[src/rtl/fetch_mem_arbiter_pkg.sv]
// ---------------------------------------------------------------------------
// fetch_mem_arbiter_pkg
// Shared pipeline package for the memory arbiter and the stages around it.
// Holds the arbiter state encoding, the default wait-state count and the
// word-alignment mask that IF_Stage and the memory stage also use.
// ---------------------------------------------------------------------------
package fetch_mem_arbiter_pkg;

  // Arbiter states: idle, an access in progress for data or fetch, and the
  // single acknowledge cycle that follows each access.
  typedef enum logic [2:0] {
    IDLE  = 3'd0,
    ACC_D = 3'd1,
    ACC_I = 3'd2,
    ACK_D = 3'd3,
    ACK_I = 3'd4
  } arb_state_t;

  // Default number of memory cycles each access is held for.
  localparam int unsigned ARB_LATENCY_DEFAULT = 3;

  // Clears the two byte-offset bits of a byte address.
  localparam logic [31:0] WORD_ALIGN_MASK = 32'hFFFF_FFFC;

endpackage

[src/rtl/fetch_mem_arbiter.sv]
// ---------------------------------------------------------------------------
// fetch_mem_arbiter
// Shares one single-ported unified memory between the fetch stage and the
// memory stage. Each access holds the memory for LATENCY cycles, then a
// one-cycle acknowledge goes back to the requester. Data side wins ties.
//
// Ports
//   clk, rst            clock (rising edge), async active-high reset
//   if_req/if_addr      fetch read request and byte address
//   if_flush            branch taken: kills pending or in-flight fetch
//   if_ack/if_rdata     fetch acknowledge pulse and registered instruction
//   d_rd_req/d_wr_req   data load / store requests (both high = store)
//   d_addr/d_wdata      data byte address and store data
//   d_ack/d_rdata       data acknowledge pulse and registered load data
//   m_en/m_we           memory access active / write strobe
//   m_addr/m_wdata      word-aligned memory address and write data
//   m_rdata             combinational read data from the memory
//   busy                high whenever the arbiter is not idle
// ---------------------------------------------------------------------------
module fetch_mem_arbiter
  import fetch_mem_arbiter_pkg::*;
#(
  parameter int unsigned LATENCY = ARB_LATENCY_DEFAULT,
  parameter int unsigned ADDR_W  = 32,
  parameter int unsigned DATA_W  = 32
) (
  input  logic              clk,
  input  logic              rst,
  input  logic              if_req,
  input  logic [ADDR_W-1:0] if_addr,
  input  logic              if_flush,
  output logic              if_ack,
  output logic [DATA_W-1:0] if_rdata,
  input  logic              d_rd_req,
  input  logic              d_wr_req,
  input  logic [ADDR_W-1:0] d_addr,
  input  logic [DATA_W-1:0] d_wdata,
  output logic              d_ack,
  output logic [DATA_W-1:0] d_rdata,
  output logic              m_en,
  output logic              m_we,
  output logic [ADDR_W-1:0] m_addr,
  output logic [DATA_W-1:0] m_wdata,
  input  logic [DATA_W-1:0] m_rdata,
  output logic              busy
);

  // Alignment mask widened to ADDR_W: invert the offset bits of the shared
  // 32-bit mask, resize, and invert back so upper bits stay set.
  localparam logic [ADDR_W-1:0] ALIGN_MASK = ~ADDR_W'(~WORD_ALIGN_MASK);

  // The wait-state counter counts down to zero, so it starts at LATENCY-1.
  localparam logic [3:0] CNT_LOAD = 4'(LATENCY - 1);

  arb_state_t        r_state;
  logic [3:0]        r_cnt;
  logic              r_kill;
  logic              r_isStore;
  logic              r_ifAck;
  logic              r_dAck;
  logic [DATA_W-1:0] r_ifRdata;
  logic [DATA_W-1:0] r_dRdata;
  logic              r_mEn;
  logic              r_mWe;
  logic [ADDR_W-1:0] r_mAddr;
  logic [DATA_W-1:0] r_mWdata;

  logic              w_dReq;
  logic              w_ifGrantable;
  logic              w_cntDone;
  logic              w_fetchKilled;

  // Request qualification and end-of-access detection. A flush arriving on
  // the very edge a fetch completes still counts as killing that fetch.
  assign w_dReq        = d_rd_req | d_wr_req;
  assign w_ifGrantable = if_req & ~if_flush;
  assign w_cntDone     = (r_cnt == 4'd0);
  assign w_fetchKilled = r_kill | if_flush;

  // Single FSM block: arbitration in IDLE latches address, data and op so
  // requester inputs no longer matter; the ACC states hold the memory for
  // LATENCY cycles; the ACK states pulse the acknowledge and never grant,
  // so a requester that drops its request after the ack is served once.
  // The write strobe is raised one edge early so it is high only in the
  // final access cycle, giving exactly one write per store.
  always_ff @(posedge clk or posedge rst) begin
    if (rst) begin
      r_state   <= IDLE;
      r_cnt     <= 4'd0;
      r_kill    <= 1'b0;
      r_isStore <= 1'b0;
      r_ifAck   <= 1'b0;
      r_dAck    <= 1'b0;
      r_ifRdata <= '0;
      r_dRdata  <= '0;
      r_mEn     <= 1'b0;
      r_mWe     <= 1'b0;
      r_mAddr   <= '0;
      r_mWdata  <= '0;
    end else begin
      r_ifAck <= 1'b0;
      r_dAck  <= 1'b0;
      case (r_state)
        IDLE: begin
          r_kill <= 1'b0;
          if (w_dReq) begin
            r_state   <= ACC_D;
            r_cnt     <= CNT_LOAD;
            r_isStore <= d_wr_req;
            r_mEn     <= 1'b1;
            r_mWe     <= d_wr_req && (CNT_LOAD == 4'd0);
            r_mAddr   <= d_addr & ALIGN_MASK;
            r_mWdata  <= d_wdata;
          end else if (w_ifGrantable) begin
            r_state   <= ACC_I;
            r_cnt     <= CNT_LOAD;
            r_isStore <= 1'b0;
            r_mEn     <= 1'b1;
            r_mWe     <= 1'b0;
            r_mAddr   <= if_addr & ALIGN_MASK;
          end
        end

        ACC_D: begin
          if (w_cntDone) begin
            r_state <= ACK_D;
            r_mEn   <= 1'b0;
            r_mWe   <= 1'b0;
            r_dAck  <= 1'b1;
            if (!r_isStore) begin
              r_dRdata <= m_rdata;
            end
          end else begin
            r_cnt <= r_cnt - 4'd1;
            if (r_isStore && (r_cnt == 4'd1)) begin
              r_mWe <= 1'b1;
            end
          end
        end

        ACC_I: begin
          if (w_cntDone) begin
            r_state <= ACK_I;
            r_mEn   <= 1'b0;
            r_kill  <= w_fetchKilled;
            if (!w_fetchKilled) begin
              r_ifRdata <= m_rdata;
              r_ifAck   <= 1'b1;
            end
          end else begin
            r_cnt <= r_cnt - 4'd1;
            if (if_flush) begin
              r_kill <= 1'b1;
            end
          end
        end

        ACK_D, ACK_I: begin
          r_state <= IDLE;
        end

        default: begin
          r_state <= IDLE;
        end
      endcase
    end
  end

  // Everything leaving the block comes straight from registered state.
  assign if_ack   = r_ifAck;
  assign if_rdata = r_ifRdata;
  assign d_ack    = r_dAck;
  assign d_rdata  = r_dRdata;
  assign m_en     = r_mEn;
  assign m_we     = r_mWe;
  assign m_addr   = r_mAddr;
  assign m_wdata  = r_mWdata;
  assign busy     = (r_state != IDLE);

endmodule

[config.mk]
export PLATFORM = sky130hd
export DESIGN_NAME = fetch_mem_arbiter
export DESIGN_NICKNAME = d
export VERILOG_FILES = /design/src/rtl/fetch_mem_arbiter_pkg.sv /design/src/rtl/fetch_mem_arbiter.sv
export SDC_FILE = /design/constraint.sdc
export NUM_CORES = 1
export LEC_CHECK = 0
export CAP_MARGIN = 5
export CORE_ASPECT_RATIO = 1.25
export CORE_MARGIN = 3
export CORE_UTILIZATION = 28
export DETAILED_ROUTE_END_ITERATION = 8
export GPL_ROUTABILITY_DRIVEN = 0
export MAX_ROUTING_LAYER = met4
export PLACE_DENSITY = 0.59
export SYNTH_ARGS = -nofsm -noshare
export SYNTH_HDL_FRONTEND = slang
export SYNTH_SLANG_ARGS = --single-unit
[constraint.sdc]
create_clock -name clk -period 7 [get_ports clk]
set_clock_uncertainty 0.2 [all_clocks]
set_input_delay 1.75 -clock clk [delete_from_list [all_inputs] [get_ports clk]]
set_output_delay 1.75 -clock clk [all_outputs]
set_load 0.01 [all_outputs]
==> results of run 1 <==
[worst register-to-register path, stage by stage (launching register included)]
cell     delay [ps]
dfrtp_1         420
inv_1           100
ha_1            170
nor3b_4         290
nand3_1         140
or3_2           450
buf_4           330
mux2_4          430
[layout make-up]
cell class                      instances  area [um^2]  share of cell area, %
Clock buffer                           17        425.4                  4.617
Clock inverter                         15        165.2                  1.792
Inverter                                7        31.28                 0.3395
Multi-Input combinational cell        242         2136                  23.18
Sequential cell                       139         3478                  37.75
Tap cell                              270        337.8                  3.666
Timing Repair Buffer                  265         2640                  28.65
[cell usage after synthesis (2+ instances only)]
cell / n / area [um^2]
mux2_1: 2 / 22.52
ha_1: 3 / 37.54
a21oi_1: 3 / 15.01
mux2_4: 29 / 435.4
nor3_1: 3 / 15.01
dfrtp_1: 139 / 3478
nor2_1: 12 / 45.04
buf_6: 4 / 45.04
inv_1: 7 / 26.28
mux2i_1: 30 / 300.3
a31oi_1: 2 / 12.51
nand3b_1: 2 / 15.01
buf_4: 2 / 15.01
a22o_1: 2 / 17.52
mux2_2: 65 / 732.0
o21ai_0: 32 / 160.2
buf_12: 3 / 60.06
buf_2: 6 / 30.03
clkbuf_1: 10 / 37.54
nand2_1: 36 / 135.1
[sequential cells by signal, indices dropped and copies added (netlist names)]
name,flops
if_ack,1
m_wdata,32
r_isStore,1
r_state,3
m_we,1
if_rdata,32
d_ack,1
m_en,1
m_addr,30
r_cnt,4
d_rdata,32
r_kill,1
[stage by stage]
step / cell area [um^2] / hold WS (ps)
floorplan: 5812 / 256.5
global placement: 8623 / 263.6
detailed placement: 8623 / 270.2
CTS: 9214 / 284.1
global route: 9214 / 316.5
finish: 9214 / 279.2
[power by group]
part	total (mW)	internal [mW]	switching, mW
Sequential	1.42	1.19	0.224
Clock	0.896	0.531	0.365
Combinational	1.76	1.07	0.691
[logic make-up (layout without fill, tap and decap cells)]
group | Yosys count | after routing | synth area share, %
buffers and inverters | 33 | 304 | 3.748
AOI/OAI and AO/OA | 48 | 48 | 4.782
and+or+nand+nor | 62 | 62 | 5.063
other | 1 | 2 | 0.06457
adders and majority gates | 3 | 3 | 0.6463
DFF | 139 | 139 | 59.89
xor gates and xnor gates | 1 | 1 | 0.1508
muxes | 126 | 126 | 25.66
[placed cells by master, fill, tap and decap left out, drive strengths merged, types with 2 or more instances in the layout]
master / netlist / final
dfrtp: 139 / 139
nor2: 12 / 12
inv: 7 / 12
mux2: 96 / 96
ha: 3 / 3
nor3: 5 / 5
clkinvlp: 0 / 6
conb: 1 / 2
a21oi: 3 / 3
nand2: 36 / 36
clkinv: 0 / 2
clkbuf: 10 / 17
buf: 16 / 5
clkdlybuf4s50: 0 / 260
a22o: 2 / 2
o21ai: 33 / 33
mux2i: 30 / 30
bufinv: 0 / 2
a31oi: 2 / 2
nand3b: 2 / 2
[routing by layer]
| layer | track usage (%) | share of wire (%) | vias up |
|---|---|---|---|
| li1 | - | - | 1957 |
| met1 | 15.96 | 39 | 2044 |
| met2 | 24.47 | 53 | 156 |
| met3 | 3.353 | 6.0 | 14 |
| met4 | 4.562 | 1.3 | 0 |
| met5 | - | 0 | - |
[how the worst max path moves through the flow]
stage / endpoint / slack [ps] / cells past startpoint
3_3_place_gp: m_addr[27] / 3110 / 4
2_1_floorplan: d_ack / 1330 / 1
6_report: busy / 3110 / 3
3_5_place_dp: r_state[1] / 3010 / 4
5_1_grt: busy / 3020 / 3
4_1_cts: busy / 3110 / 3
==> results.py, run 1 <==
metrics = {
    "die": {
        "placeableCoreArea_mm2": 0.02025,
        "initial_utilization_pct": 28.69,
        "row_count": 58,
        "boundaryPins": 267,
        "die_h_um": 167.0,
        "die_x_um": 134.8,
        "dieArea_mm2": 0.02252,
    },
    "cts": {
        "clkTransAtPathRegs_ps": 60,
        "worst_skew_pair.late_latency_ps": 410,
        "hold_buffers": 0,
        "cts_tree": "yes",
        "root_buffer": "clkbuf_16",
        "clock-sinks": 139,
        "cts_max_level": 4,
        "postCtsSetupBuffers": 0,
        "cts.path.max_buffers": 2,
        "numCtsBuffers": 17,
        "cts_resized": 0,
    },
    "power": {
        "p_per_area_mw_per_mm2": 441.6,
        "leakage_nw": 3.998,
        "ir_drop_mv": 0.1843,
        "finalPower_mw": 4.069,
    },
    "setup_path": {
        "end_kind": "output port",
        "required_ps": 5050,
        "cp_top_family": "buffers and inverters",
        "path_class": "register to output port",
        "r2r_cells": 7,
        "crit_chain": "nor3_2 -> inv_1 -> clkdlybuf4s50_1",
        "crit_fanout": 11,
        "r2r_end": "if_rdata[14]",
        "timing.rr.start": "r_cnt[0]",
        "critPathBufInv": 2,
        "rrSetupSlack_ps": 4380,
        "start_kind": "register",
        "cp-startpoint": "r_state[2]",
        "slowest_delay_ps": 510,
        "crit_slowest_cell": "dfrtp_1",
        "worstPathArrival_ps": 1940,
    },
    "detailed_routing": {
        "via_count": 4171,
        "wl_per_cell_um": 15.95,
        "drt_wl_total_um": 15230,
        "drtIter0Drc": 150,
        "route.detailed.drc": 0,
        "via_per_inst": 4.368,
        "ant_nets": 0,
        "dr.pass1.iters": 4,
    },
    "grt": {
        "grt_antenna_before_repair": 0,
        "grt_max_degree": 91,
        "grt_pass1_wl_um": 24430,
        "grt_pass1_vias": 4561,
        "grt_use_total_pct": 14.11,
        "overflow": 0,
    },
    "synth": {
        "synth_area_mm2": 0.005808,
        "async_flop_share_pct": 100.0,
        "yosys_most_used_dff": "dfrtp_1",
        "postSynthCellCount": 413,
        "synth-seq-cells": 139,
        "syn_area_per_cell_um2": 14.06,
        "ys_seq_area_share_pct": 59.89,
        "synth_edf_count": 0,
        "synth_warnings": 0,
        "yosys.cell_types.count": 41,
    },
    "run": {
        "drv_cap": 0,
    },
    "place": {
        "placed_cells": 923,
        "pre_cts_slack_ps": 3006,
        "dp_hpwl_um": 11100,
        "port_buffers": 260,
    },
    "timing": {
        "fin_crit_ps": 3892,
        "period_share_pct": 55.60,
        "max_slew_margin_pct": 25.22,
        "hold_viol": 0,
        "worstMarginPinSlew_ps": 1119,
        "setup_violations": 0,
        "fin_setup_tns_ps": 0,
        "layout_setup_ws_ps": 3108,
        "max_freq_ghz": 0.2570,
        "drv_slew": 0,
        "rsz0062_at_grt": "false",
    },
    "worst_hold_path": {
        "hp-start": "m_addr[19]",
        "hold_depth": 2,
        "worstHoldEndpoint": "m_addr[19]",
        "worstHoldPathType": "register to register",
    },
    "cells_and_area": {
        "antenna_cells": 0,
        "layout-drive-gt1-share_pct": 20.58,
        "area_growth_pct": 58.64,
        "stdcell_count": 955,
        "nets": 809,
        "final_util_pct": 45.51,
        "nFillCells": 1784,
    },
    "status": {
        "outcome": "finished clean",
    },
}
Note: power is estimated with default switching activity, not from simulation.
==> inputs of run 2 (changes only) <==
Clock period 7 ns to 3.9 ns, I/O delays scaled along.
==> run 2 against run 1 <==
Hold slack worse by 6.6 ps. Register-to-register slack worse by 3200 ps. Sequential share of layout area is 0.47 points lower. Routed wire length is 1.8% lower. Design area is 1.3% higher. Non-clock buffer count is 5 higher. First-iteration DRC count is 36% higher. Total power is 82% higher. Utilization is 0.57 points higher. Worst setup slack worse by 2400 ps. Cell count is 0.42% higher. Die area stayed put.
==> results.py, run 2 (same netlist as run 1, synthesis figures left out) <==
metrics = {
    "timing": {
        "max_freq_ghz": 0.3137,
        "hold_viol": 0,
        "period_share_pct": 81.73,
        "layout_setup_ws_ps": 712.6,
        "max_slew_margin_pct": 66.50,
        "drv_slew": 0,
        "fin_crit_ps": 3187,
        "worstMarginPinSlew_ps": 501.3,
        "setup_violations": 0,
        "fin_setup_tns_ps": 0,
        "rsz0062_at_grt": "false",
    },
    "cells_and_area": {
        "final_common_cell": "clkdlybuf4s50_1",
        "nets": 814,
        "regArea_mm2": 0.003478,
        "layout_common_cells": "clkdlybuf4s50_1 (260), dfrtp_1 (139), mux2_2 (65)",
        "antenna_cells": 0,
        "final_util_pct": 46.08,
        "multi_input_area_mm2": 0.002136,
        "nFillCells": 1804,
        "area_growth_pct": 60.64,
        "layout-drive-gt1-share_pct": 21.04,
    },
    "setup_path": {
        "r2r_end": "if_rdata[5]",
        "start_kind": "register",
        "timing.rr.start": "r_cnt[0]",
        "required_ps": 2720,
        "r2r_cells": 7,
        "path_class": "register to output port",
        "end_kind": "output port",
        "crit_fanout": 11,
        "crit_chain": "nor3_2 -> inv_1 -> clkdlybuf4s50_1",
        "rrSetupSlack_ps": 1150,
        "worstPathArrival_ps": 2010,
        "slowest_delay_ps": 530,
        "crit_slowest_cell": "dfrtp_1",
        "cp-startpoint": "r_state[2]",
        "crit_end": "busy",
    },
    "power": {
        "pwr-share-seq_pct": 34.3,
        "power_frac_clock_pct": 23.1,
        "ir_drop_mv": 0.3323,
        "p_sw_share_pct": 30.47,
        "p_per_area_mw_per_mm2": 793.0,
        "switchingPower_mw": 2.254,
        "power_frac_comb_pct": 42.6,
        "internal-power_mw": 5.144,
        "leakage_nw": 4.060,
    },
    "die": {
        "die_h_um": 167.0,
        "initial_utilization_pct": 28.69,
        "dieArea_mm2": 0.02252,
        "placeableCoreArea_mm2": 0.02025,
        "row_count": 58,
        "boundaryPins": 267,
        "die_x_um": 134.8,
    },
    "detailed_routing": {
        "via_per_inst": 4.342,
        "via_count": 4164,
        "wl_per_cell_um": 15.60,
        "route.detailed.drc": 0,
        "ant_nets": 0,
        "drtIter0Drc": 204,
        "dr.pass1.iters": 4,
        "drt_wl_total_um": 14960,
    },
    "run": {
        "drv_cap": 0,
    },
    "cts": {
        "postCtsSetupBuffers": 0,
        "hold_buffers": 0,
        "root_buffer": "clkbuf_16",
        "clkTransAtPathRegs_ps": 60,
        "cts.path.max_buffers": 2,
        "worst_skew_pair.late_latency_ps": 410,
        "cts_tree": "yes",
        "cts_max_level": 4,
        "numCtsBuffers": 17,
        "cts_resized": 0,
        "clock-sinks": 139,
    },
    "grt": {
        "grt_pass1_vias": 4452,
        "grt_pass1_wl_um": 24150,
        "grt_max_degree": 61,
        "overflow": 0,
        "grt_use_total_pct": 13.91,
        "grt_antenna_before_repair": 0,
    },
    "worst_hold_path": {
        "hp-start": "m_addr[16]",
        "worstHoldPathType": "register to register",
    },
    "place": {
        "pre_cts_slack_ps": 757.2,
        "dp_hpwl_um": 11070,
        "port_buffers": 260,
    },
    "status": {
        "outcome": "finished clean",
    },
}
-- run 2: cell types whose count changed in the layout (fill, tap and decap cells not counted), sizes merged --
cell      before  now
clkinv         2    4
inv           12    8
bufinv         2    4
buf            5   10
clkinvlp       6    5
-- run 2: final cells by class --
cell class                 count  share of cell area [%]
clock buffer                  17                   4.559
inverter                       7                  0.3218
clock inverter                14                   2.092
sequential                   139                   37.28
tap                          270                   3.621
multi-input combinational    242                   22.89
timing repair buffer         270                   29.23
-- run 2: worst min path at each step --
| stage | cells past startpoint | slack (ps) | to |
|---|---|---|---|
| CTS | 2 | 280 | m_addr[16] |
| detailed placement | 2 | 270 | m_addr[16] |
| global route | 2 | 310 | m_addr[27] |
| finish | 2 | 270 | m_addr[16] |
| global placement | 2 | 260 | m_addr[9] |
| floorplan | 2 | 260 | r_kill |
-- run 2: metrics by stage --
stage	power, mW	hold WS (ps)	cells	cell area [um^2]
global placement	5.690	263.9	928	8710
CTS	7.519	283.3	959	9330
global route	7.870	307.3	959	9330
floorplan	3.983	256.5	414	5816
finish	7.399	272.6	959	9330
detailed placement	5.770	269.9	928	8710
-- run 2: layer usage --
metal,GRT usage [%],routed length (um),part of all wire (%),vias up
met4,3.809,195,1.3,0
met1,16.39,6119,41,2029
met2,23.12,7678,51,161
li1,-,-,-,1962
met5,-,0,0,-
met3,4.139,964,6.4,12
-- run 2: power groups by stage --
stage	Combinational (mW)	Clock, mW	Sequential, mW
floorplan	1.17	0	2.81
global placement	3.16	0	2.53
detailed placement	3.20	0	2.57
CTS	3.21	1.76	2.55
global route	3.40	1.83	2.64
finish	3.15	1.71	2.54
-- run 2: critical path, delay by kind of cell (launching register included) --
| family | cells | cell delay, ps |
|---|---|---|
| buffers and inverters | 2 | 590 |
| and+or+nand+nor | 1 | 490 |
| DFF | 1 | 530 |
